File: config.mk
export PLATFORM = sky130hd
export DESIGN_NAME = line_mem_ctrl_flat
export DESIGN_NICKNAME = d
export VERILOG_FILES = /design/src/rtl/line_mem_if.sv /design/src/rtl/line_mem_ctrl.sv /design/src/flat_wrapper.sv
export SDC_FILE = /design/constraint.sdc
export NUM_CORES = 1
export LEC_CHECK = 0
export ABC_AREA = 1
export BUFFER_PORTS_ARGS = -buffer_cell sky130_fd_sc_hd__buf_4
export CAP_MARGIN = 20
export CORE_AREA = 2 2 241 243
export DETAILED_ROUTE_END_ITERATION = 12
export DIE_AREA = 0 0 243 245
export PLACE_DENSITY = 0.48
export SLEW_MARGIN = 10
export SYNTH_ARGS = -nofsm -noshare
export SYNTH_HDL_FRONTEND = slang
export SYNTH_SLANG_ARGS = --single-unit
File: constraint.sdc
create_clock -name clk -period 5.3 [get_ports clk]
set_clock_uncertainty 0.05 [all_clocks]
set_input_delay 1.59 -clock clk [delete_from_list [all_inputs] [get_ports clk]]
set_output_delay 1.59 -clock clk [all_outputs]
set_load 0.02 [all_outputs]
File: src/rtl/line_mem_if.sv
// Command/response handshake between the cache refill/evict logic (master)
// and the line memory controller (slave).
interface line_mem_if #(
    parameter int ADDR_W = 32,
    parameter int LINE_W = 128
);
    logic              req_valid;
    logic              req_ready;
    logic [1:0]        req_cmd;
    logic [ADDR_W-1:0] req_addr;
    logic [ADDR_W-1:0] req_wb_addr;
    logic [LINE_W-1:0] req_wdata;
    logic              resp_valid;
    logic              resp_ready;
    logic [LINE_W-1:0] resp_data;

    modport master (
        output req_valid, req_cmd, req_addr, req_wb_addr, req_wdata, resp_ready,
        input  req_ready, resp_valid, resp_data
    );

    modport slave (
        input  req_valid, req_cmd, req_addr, req_wb_addr, req_wdata, resp_ready,
        output req_ready, resp_valid, resp_data
    );
endinterface

File: src/rtl/line_mem_ctrl.sv
// Line memory controller: runs one READ / WRITE / WB_FILL command at a time
// against a 128-bit line memory with modelled read and write latency.
module line_mem_ctrl #(
    parameter int ADDR_W = 32,
    parameter int LINE_W = 128,
    parameter int RD_LAT = 2,
    parameter int WR_LAT = 2
) (
    input  logic              clk,
    input  logic              rst_n,
    line_mem_if.slave         bus,
    output logic              mem_we,
    output logic [ADDR_W-1:0] mem_a,
    output logic [LINE_W-1:0] mem_wd,
    input  logic [LINE_W-1:0] mem_rd
);
    localparam int MAXL = (RD_LAT > WR_LAT) ? RD_LAT : WR_LAT;
    localparam int CW   = $clog2(MAXL + 1);
    localparam logic [ADDR_W-1:0] LMASK = ~ADDR_W'(LINE_W / 8 - 1);

    localparam logic [1:0] CMD_WRITE = 2'b01;
    localparam logic [1:0] CMD_WBF   = 2'b10;

    typedef enum logic [2:0] {IDLE, WR_WAIT, WR, RD_WAIT, RESP} state_t;

    state_t            state;
    logic [CW-1:0]     cnt;
    logic              is_wb_q;
    logic [ADDR_W-1:0] raddr_q;
    logic [ADDR_W-1:0] wtgt_q;
    logic [LINE_W-1:0] wd_q;
    logic [LINE_W-1:0] rdata_q;

    always_ff @(posedge clk or negedge rst_n) begin
        if (!rst_n) begin
            state   <= IDLE;
            cnt     <= '0;
            is_wb_q <= 1'b0;
            raddr_q <= '0;
            wtgt_q  <= '0;
            wd_q    <= '0;
            rdata_q <= '0;
        end else begin
            case (state)
                IDLE: if (bus.req_valid) begin
                    // WRITE targets req_addr for both read and write address so
                    // mem_a stays on the written line while the response is held.
                    raddr_q <= bus.req_addr & LMASK;
                    wtgt_q  <= ((bus.req_cmd == CMD_WBF) ? bus.req_wb_addr : bus.req_addr) & LMASK;
                    wd_q    <= bus.req_wdata;
                    is_wb_q <= (bus.req_cmd == CMD_WBF);
                    if (bus.req_cmd == CMD_WRITE || bus.req_cmd == CMD_WBF) begin
                        state <= WR_WAIT;
                        cnt   <= CW'(WR_LAT - 1);
                    end else begin
                        state <= RD_WAIT;
                        cnt   <= CW'(RD_LAT - 1);
                    end
                end
                WR_WAIT: begin
                    if (cnt == '0) state <= WR;
                    else           cnt   <= cnt - CW'(1);
                end
                WR: begin
                    if (is_wb_q) begin
                        state <= RD_WAIT;
                        cnt   <= CW'(RD_LAT - 1);
                    end else begin
                        rdata_q <= '0;
                        state   <= RESP;
                    end
                end
                RD_WAIT: begin
                    if (cnt == '0) begin
                        rdata_q <= mem_rd;
                        state   <= RESP;
                    end else begin
                        cnt <= cnt - CW'(1);
                    end
                end
                RESP:    if (bus.resp_ready) state <= IDLE;
                default: state <= IDLE;
            endcase
        end
    end

    assign bus.req_ready  = (state == IDLE);
    assign bus.resp_valid = (state == RESP);
    assign bus.resp_data  = rdata_q;
    assign mem_we         = (state == WR);
    assign mem_wd         = wd_q;

    always_comb begin
        mem_a = '0;
        case (state)
            WR_WAIT, WR:   mem_a = wtgt_q;
            RD_WAIT, RESP: mem_a = raddr_q;
            default:       mem_a = '0;
        endcase
    end
endmodule

File: src/flat_wrapper.sv
// flat-port wrapper written by rule: the top's interface ports become plain ports
module line_mem_ctrl_flat 
#(
    parameter int ADDR_W = 32,
    parameter int LINE_W = 128,
    parameter int RD_LAT = 2,
    parameter int WR_LAT = 2
)
  (clk, rst_n, mem_we, mem_a, mem_wd, mem_rd, bus_req_valid, bus_req_cmd, bus_req_addr, bus_req_wb_addr, bus_req_wdata, bus_resp_ready, bus_req_ready, bus_resp_valid, bus_resp_data);
  line_mem_if #(.ADDR_W(ADDR_W), .LINE_W(LINE_W)) bus_i ();
  input  logic clk;
  input  logic rst_n;
  output logic mem_we;
  output logic [ADDR_W-1:0] mem_a;
  output logic [LINE_W-1:0] mem_wd;
  input  logic [LINE_W-1:0] mem_rd;
  input wire logic [$bits(bus_i.req_valid)-1:0] bus_req_valid;
  input wire logic [$bits(bus_i.req_cmd)-1:0] bus_req_cmd;
  input wire logic [$bits(bus_i.req_addr)-1:0] bus_req_addr;
  input wire logic [$bits(bus_i.req_wb_addr)-1:0] bus_req_wb_addr;
  input wire logic [$bits(bus_i.req_wdata)-1:0] bus_req_wdata;
  input wire logic [$bits(bus_i.resp_ready)-1:0] bus_resp_ready;
  output wire logic [$bits(bus_i.req_ready)-1:0] bus_req_ready;
  output wire logic [$bits(bus_i.resp_valid)-1:0] bus_resp_valid;
  output wire logic [$bits(bus_i.resp_data)-1:0] bus_resp_data;
  assign bus_i.req_valid = bus_req_valid;
  assign bus_i.req_cmd = bus_req_cmd;
  assign bus_i.req_addr = bus_req_addr;
  assign bus_i.req_wb_addr = bus_req_wb_addr;
  assign bus_i.req_wdata = bus_req_wdata;
  assign bus_i.resp_ready = bus_resp_ready;
  assign bus_req_ready = bus_i.req_ready;
  assign bus_resp_valid = bus_i.resp_valid;
  assign bus_resp_data = bus_i.resp_data;
  line_mem_ctrl #(.ADDR_W(ADDR_W), .LINE_W(LINE_W), .RD_LAT(RD_LAT), .WR_LAT(WR_LAT)) u_core (.clk(clk), .rst_n(rst_n), .bus(bus_i), .mem_we(mem_we), .mem_a(mem_a), .mem_wd(mem_wd), .mem_rd(mem_rd));
endmodule
==> Yosys cells after proc, flatten, opt, wreduce, memory -nomap -nowiden <==
Cells that the tools add are included.
{ "totals": {"in_bits": 326, "out_inout_bits": 291, "register_bits": 318, "elab_cells": 49} }
{ "op_classes": {"n_mux": 16, "n_reduce_logical": 12, "add_sub_neg": 1, "n_eq_ne": 13} }
{ "op_table": {"columns": ["operator", "count"], "rows": [
  ["two-way mux 128 bit", 2],
  ["case mux 128 bit (2 select lines)", 1],
  ["case mux 32 bit (2 select lines)", 1],
  ["two-way mux 32 bit", 1],
  ["two-way mux 3 bit", 5],
  ["case mux 3 bit (5 select lines)", 1],
  ["two-way mux 2 bit", 4],
  ["inequality test 2 bit, second input constant", 4],
  ["AND reduction 4 bit", 2],
  ["equality test 3 x 2 -> 1 bit, second input constant", 2],
  ["inequality test 2 x 1 -> 1 bit, second input constant", 3],
  ["case mux 2 bit (3 select lines)", 1],
  ["OR reduction 2 bit", 3],
  ["equality test 3 x 1 -> 1 bit, second input constant", 1],
  ["equality test 3 bit, second input constant", 1],
  ["zero test 3 bit", 1],
  ["AND reduction 3 bit", 1],
  ["nonzero test 3 bit", 1],
  ["equality test 2 x 1 -> 1 bit, second input constant", 1],
  ["equality test 2 bit, second input constant", 1],
  ["zero test 2 bit", 1],
  ["AND reduction 2 bit", 1],
  ["nonzero test 2 bit", 1],
  ["subtractor 2 x 1 -> 2 bit, second input constant", 1],
  ["logical OR 1 bit", 1]
]} }

==> Depth between registers and ports, before layout <==
{ "depth": {"word_depth": 5, "depth_mapped": 9} }

==> Worst setup path before layout <==
No wires, ideal clock.
{ "synth_path": {"kind": "register to output", "start": "reg u_core.state[0]", "end": "out mem_a[10]", "arrival_ns": 1.461, "required_ns": 3.660, "path_buffers": 1, "slack_ns": 2.199, "path_stages_with_launch": 7, "path_cell_list": "dfrtp_1 > nor2_2 > nand2_1 > inv_1 > nor2_4 > clkbuf_1 > o21ai_1"} }
{ "synth_via": {"elab_chain_len": 3, "word_cells_on_any_way": 7, "cone_classes": "eq/ne (4); mux (1); reduce/logical (2)"} }
{ "synth_rtl": {"columns": ["element", "line", "rtl"], "rows": [
  ["start: declaration", "line_mem_ctrl.sv:26", "state_t state;"],
  ["start signal: assignment", "line_mem_ctrl.sv:36", "state <= IDLE;"],
  ["start signal: assignment", "line_mem_ctrl.sv:53", "state <= WR_WAIT;"],
  ["start signal: assignment", "line_mem_ctrl.sv:56", "state <= RD_WAIT;"],
  ["equality test 3 bit", null, null],
  ["via bus_resp_valid", "flat_wrapper.sv:24", "output wire logic [$bits(bus_i.resp_valid)-1:0] bus_resp_valid;"],
  ["OR reduction 2 bit", "line_mem_ctrl.sv:95", "case (state)"],
  ["case mux 32 bit (2 select lines)", "line_mem_ctrl.sv:95", null],
  ["end: declaration", "flat_wrapper.sv:14", "output logic [ADDR_W-1:0] mem_a;"]
]} }
The timed path passes the listed nets, and every way through them passes these cells.

==> Worst setup path after layout <==
{ "layout_path": {"start": "reg u_core.state[2]", "end": "out mem_a[30]"} }
{ "layout_via": {"elab_chain_len": 3, "word_cells_on_any_way": 7, "cone_classes": "eq/ne (4); mux (1); reduce/logical (2)"} }
{ "layout_rtl": {"columns": ["element", "line"], "rows": [
  ["equality test 3 bit (tied with other cells)", "line_mem_ctrl.sv:95"],
  ["OR reduction 2 bit", "line_mem_ctrl.sv:95"],
  ["case mux 32 bit (2 select lines) (*)", "line_mem_ctrl.sv:95"]
]} }
Mark *: on every way between the ends. The rest lies on a longest branch, timed or not.

==> summary.md <==
| Metric | Value |
|---|---|
| Status | `completed` |
| FF+latch area | `0.007958 mm^2` |
| Final RePlAce weighted congestion | `0.8643` |
| First-pass GRT wire length | `73.62 mm` |
| Combinational Power Share | `43.6%` |
| Port-buffer cells | `604` |
| Setup Crit Path Kind | `flip-flop to output port` |
| Slew Limit Fails | `0` |
| Die area | `0.05954 mm^2` |
| Core Util, Final | `34.26%` |
| Syn avg cell area | `8.541 um^2` |
| Critical Path Sink Type | `output port` |
| CP required | `3660 ps` |
| Synth area leaders | `dfrtp_1, nand2_1, nand3_1` |
| Period utilization | `78.36%` |
| Sequential share of the synthesized area | `61.38%` |
| CP Cell Sequence | `nor2_1 -> nand2_1 -> nand2_2 -> nand2_1 -> o21ai_0 -> buf_4` |
| Slew @ Worst Pin | `1031 ps` |
| Most used cell, CP | `nand2_1` |
| Net Sw Frac | `41.45%` |
| Initial antenna violation count | `5` |
| HP Class | `flip-flop to flip-flop` |
| Clock group share of total power | `23.3%` |
| Peak VDD IR | `0.0003175 V` |
| Max Cap Viol | `0` |
| DP Area | `0.01819 mm^2` |
| Layout cells sized above 1 | `32.85%` |
| FMAX | `240.8 MHz` |
| Power Internal | `6.767 mW` |
| Drt wl/cell | `16.76 um` |
| Seq pwr share | `33.1%` |
| Cell accounting for the most synthesized area | `dfrtp_1` |
| Grt met3 use | `4.953%` |
| Largest net degree at the start of global routing | `131` |
| Fin nets | `2416` |
| Cts hold-fix bufs | `0` |
| CTS tree | `yes` |
| RSZ-0062 raised after global routing | `no` |
| Synthesized instance count | `1518` |
| Num ports | `617` |
| Postcts setup bufs | `0` |
| Overall routing resource usage | `15.77%` |
| CORE AREA | `0.05703 mm^2` |
| Std cell rows | `88` |
| CP max stage delay | `550 ps` |
| H-tree depth reported by CTS | `2` |
| Yosys top cell area share | `61.38%` |
| Initial core utilization | `22.73%` |
| Area taken by multi-input logic gates | `0.004320 mm^2` |
| Count leader, synth | `nand2_1` |
| Slowest cell on the critical path | `nand2_2` |
| Yosys cell types | `20` |
| CP delay by family, top | `simple AND/OR/NAND/NOR gates` |
| Most Used Layer, Global Route | `met2` |
| Final WL | `48.38 mm` |
| Vias in the first global route | `12.13k` |
| Worst-skew pair later-pin latency | `530 ps` |
| Yosys reg bits | `318` |
| PD cells | `591.6 mW/mm^2` |
| Grt met1 use | `19.44%` |
| Final Hold Vio Count | `0` |
| Yosys warnings | `0` |
| CP startpoint kind | `flip-flop` |
| Total CTS buffers | `41` |
| Sink Count | `318` |
| DRT antenna net count | `0` |
| WHS | `417.6 ps` |
| Leak | `10.82 nW` |
| Post-synth EDFFs | `0` |
| Synth Flop Type | `dfrtp_1` |
| CTS root buf | `clkbuf_16` |
| Via count | `12.05k` |
| Fill cell count | `6044` |
| Arr. time, crit path | `2510 ps` |
| Die X | `243 um` |
| Rel. slew slack | `31.27%` |
| Post_cts resized | `0` |
| CTS Buffer Depth | `3` |
| GRT met2 Usage | `25.88%` |
| Layout area overhead | `50.69%` |
| Detailed-placement wirelength estimate | `34.63 mm` |
| Iter 0 DRT Violations | `603` |
| Final setup fails | `0` |
| Crit Path Max Fanout | `28` |
| Ys async rst share | `100.0%` |
| Psw | `4.791 mW` |
| Number of buffers and inverters on the critical path | `1` |
| Gr ovfl total | `0` |
| Die height | `245 um` |
| CTS clock-pin slew for the worst setup and hold paths | `60 ps` |
| Setup_tns | `0 ps` |
| Vias/cell | `4.177` |
| Post-synth top cells | `nand2_1, dfrtp_1, nand3_1, inv_1, buf_2` |
| Final Instance Area | `0.01954 mm^2` |
| Syn Std Cell Area | `0.01296 mm^2` |
| Length of the first detailed-routing pass in iterations | `5` |
| Final min period | `4153 ps` |
| Drt drc | `0` |
-- power by group through the flow --
stage          Combinational, mW  Sequential [mW]  Clock, mW
6_report                    5.04             3.83       2.69
5_1_grt                     5.52             3.93       2.89
4_1_cts                     5.13             3.83       2.80
3_5_place_dp                5.13             3.85          0
3_3_place_gp                5.08             3.82          0
2_1_floorplan               1.99             4.63          0
-- stage by stage --
step                power, mW  setup slack (ps)  std cells
CTS                     11.75              1065       2883
floorplan               6.619              2199       1521
detailed placement      8.978              1625       2809
finish                  11.56              1147       2886
global route            12.35             928.2       2885
global placement        8.897              1656       2809
-- state kept, by name, indices dropped and copies added (netlist names) --
register	count
u_core.bus.resp_data	128
u_core.mem_wd	128
u_core.raddr_q	28
u_core.wtgt_q	28
u_core.state	3
u_core.cnt	2
u_core.is_wb_q	1
-- tightest hold or removal path, delay by kind of cell (launching register included) --
kind          cells  cell delay, ps
flops             1             340
simple gates      2              90
-- logic make-up (layout without fill, tap and decap cells) --
kind of cell | Yosys count | after routing | share of synthesized area, %
buffers and inverters | 166 | 764 | 5.636
AO/OA/AOI/OAI | 87 | 87 | 3.899
adder cells (fa/ha/maj) | 2 | 2 | 0.1930
AND/OR/NAND/NOR | 944 | 944 | 28.87
flip-flops | 318 | 318 | 61.38
other | 1 | 6 | 0.02892
-- metal layers --
| metal | wire (um) | part of all wire, % |
|---|---|---|
| met4 | 1554 | 3.2 |
| met3 | 3708 | 7.7 |
| met1 | 19780 | 41 |
| met2 | 23310 | 48 |
| met5 | 27 | 0.056 |
-- layout by cell type (no fill, tap or decap), types with 2 or more instances in the layout --
cell type / instances
o21ai_1: 22
o211ai_1: 28
clkinv_2: 4
buf_12: 3
inv_6: 2
clkinvlp_4: 2
clkbuf_1: 10
inv_1: 67
inv_2: 2
clkinv_4: 2
nand2_1: 797
nor2_2: 2
o21ai_0: 36
clkbuf_16: 41
conb_1: 4
nand4_1: 2
dfrtp_1: 318
diode_2: 2
nand3_1: 133
buf_4: 615
nor2_1: 4
nor2_4: 3
clkbuf_8: 13
-- path summary, 6_finish.rpt --
| check | slack [ps] | endpoint | cells past startpoint | startpoint |
|---|---|---|---|---|
| max | 1150 | mem_a[30] | 6 | u_core.state[2] |
| max in group asynchronous | 2840 | u_core.raddr_q[23] | 2 | rst_n |
| min in group asynchronous | 1120 | u_core.mem_wd[6] | 1 | rst_n |
| min reg2reg | 420 | u_core.bus.resp_data[71] | 2 | u_core.bus.resp_data[71] |
| max reg2reg | 2080 | u_core.bus.resp_data[14] | 8 | u_core.cnt[0] |
| min | 420 | u_core.bus.resp_data[71] | 2 | u_core.bus.resp_data[71] |
-- area by class of cell --
type / count / share of cell area [%]
inverter: 70 / 1.358
sequential: 318 / 40.73
clock inverter: 10 / 0.3586
tap: 765 / 4.899
clock buffer: 64 / 6.359
timing repair buffer: 620 / 24.16
antenna: 2 / 0.02562
multi-input combinational: 1037 / 22.11
Power figures use the tool's default switching activity.
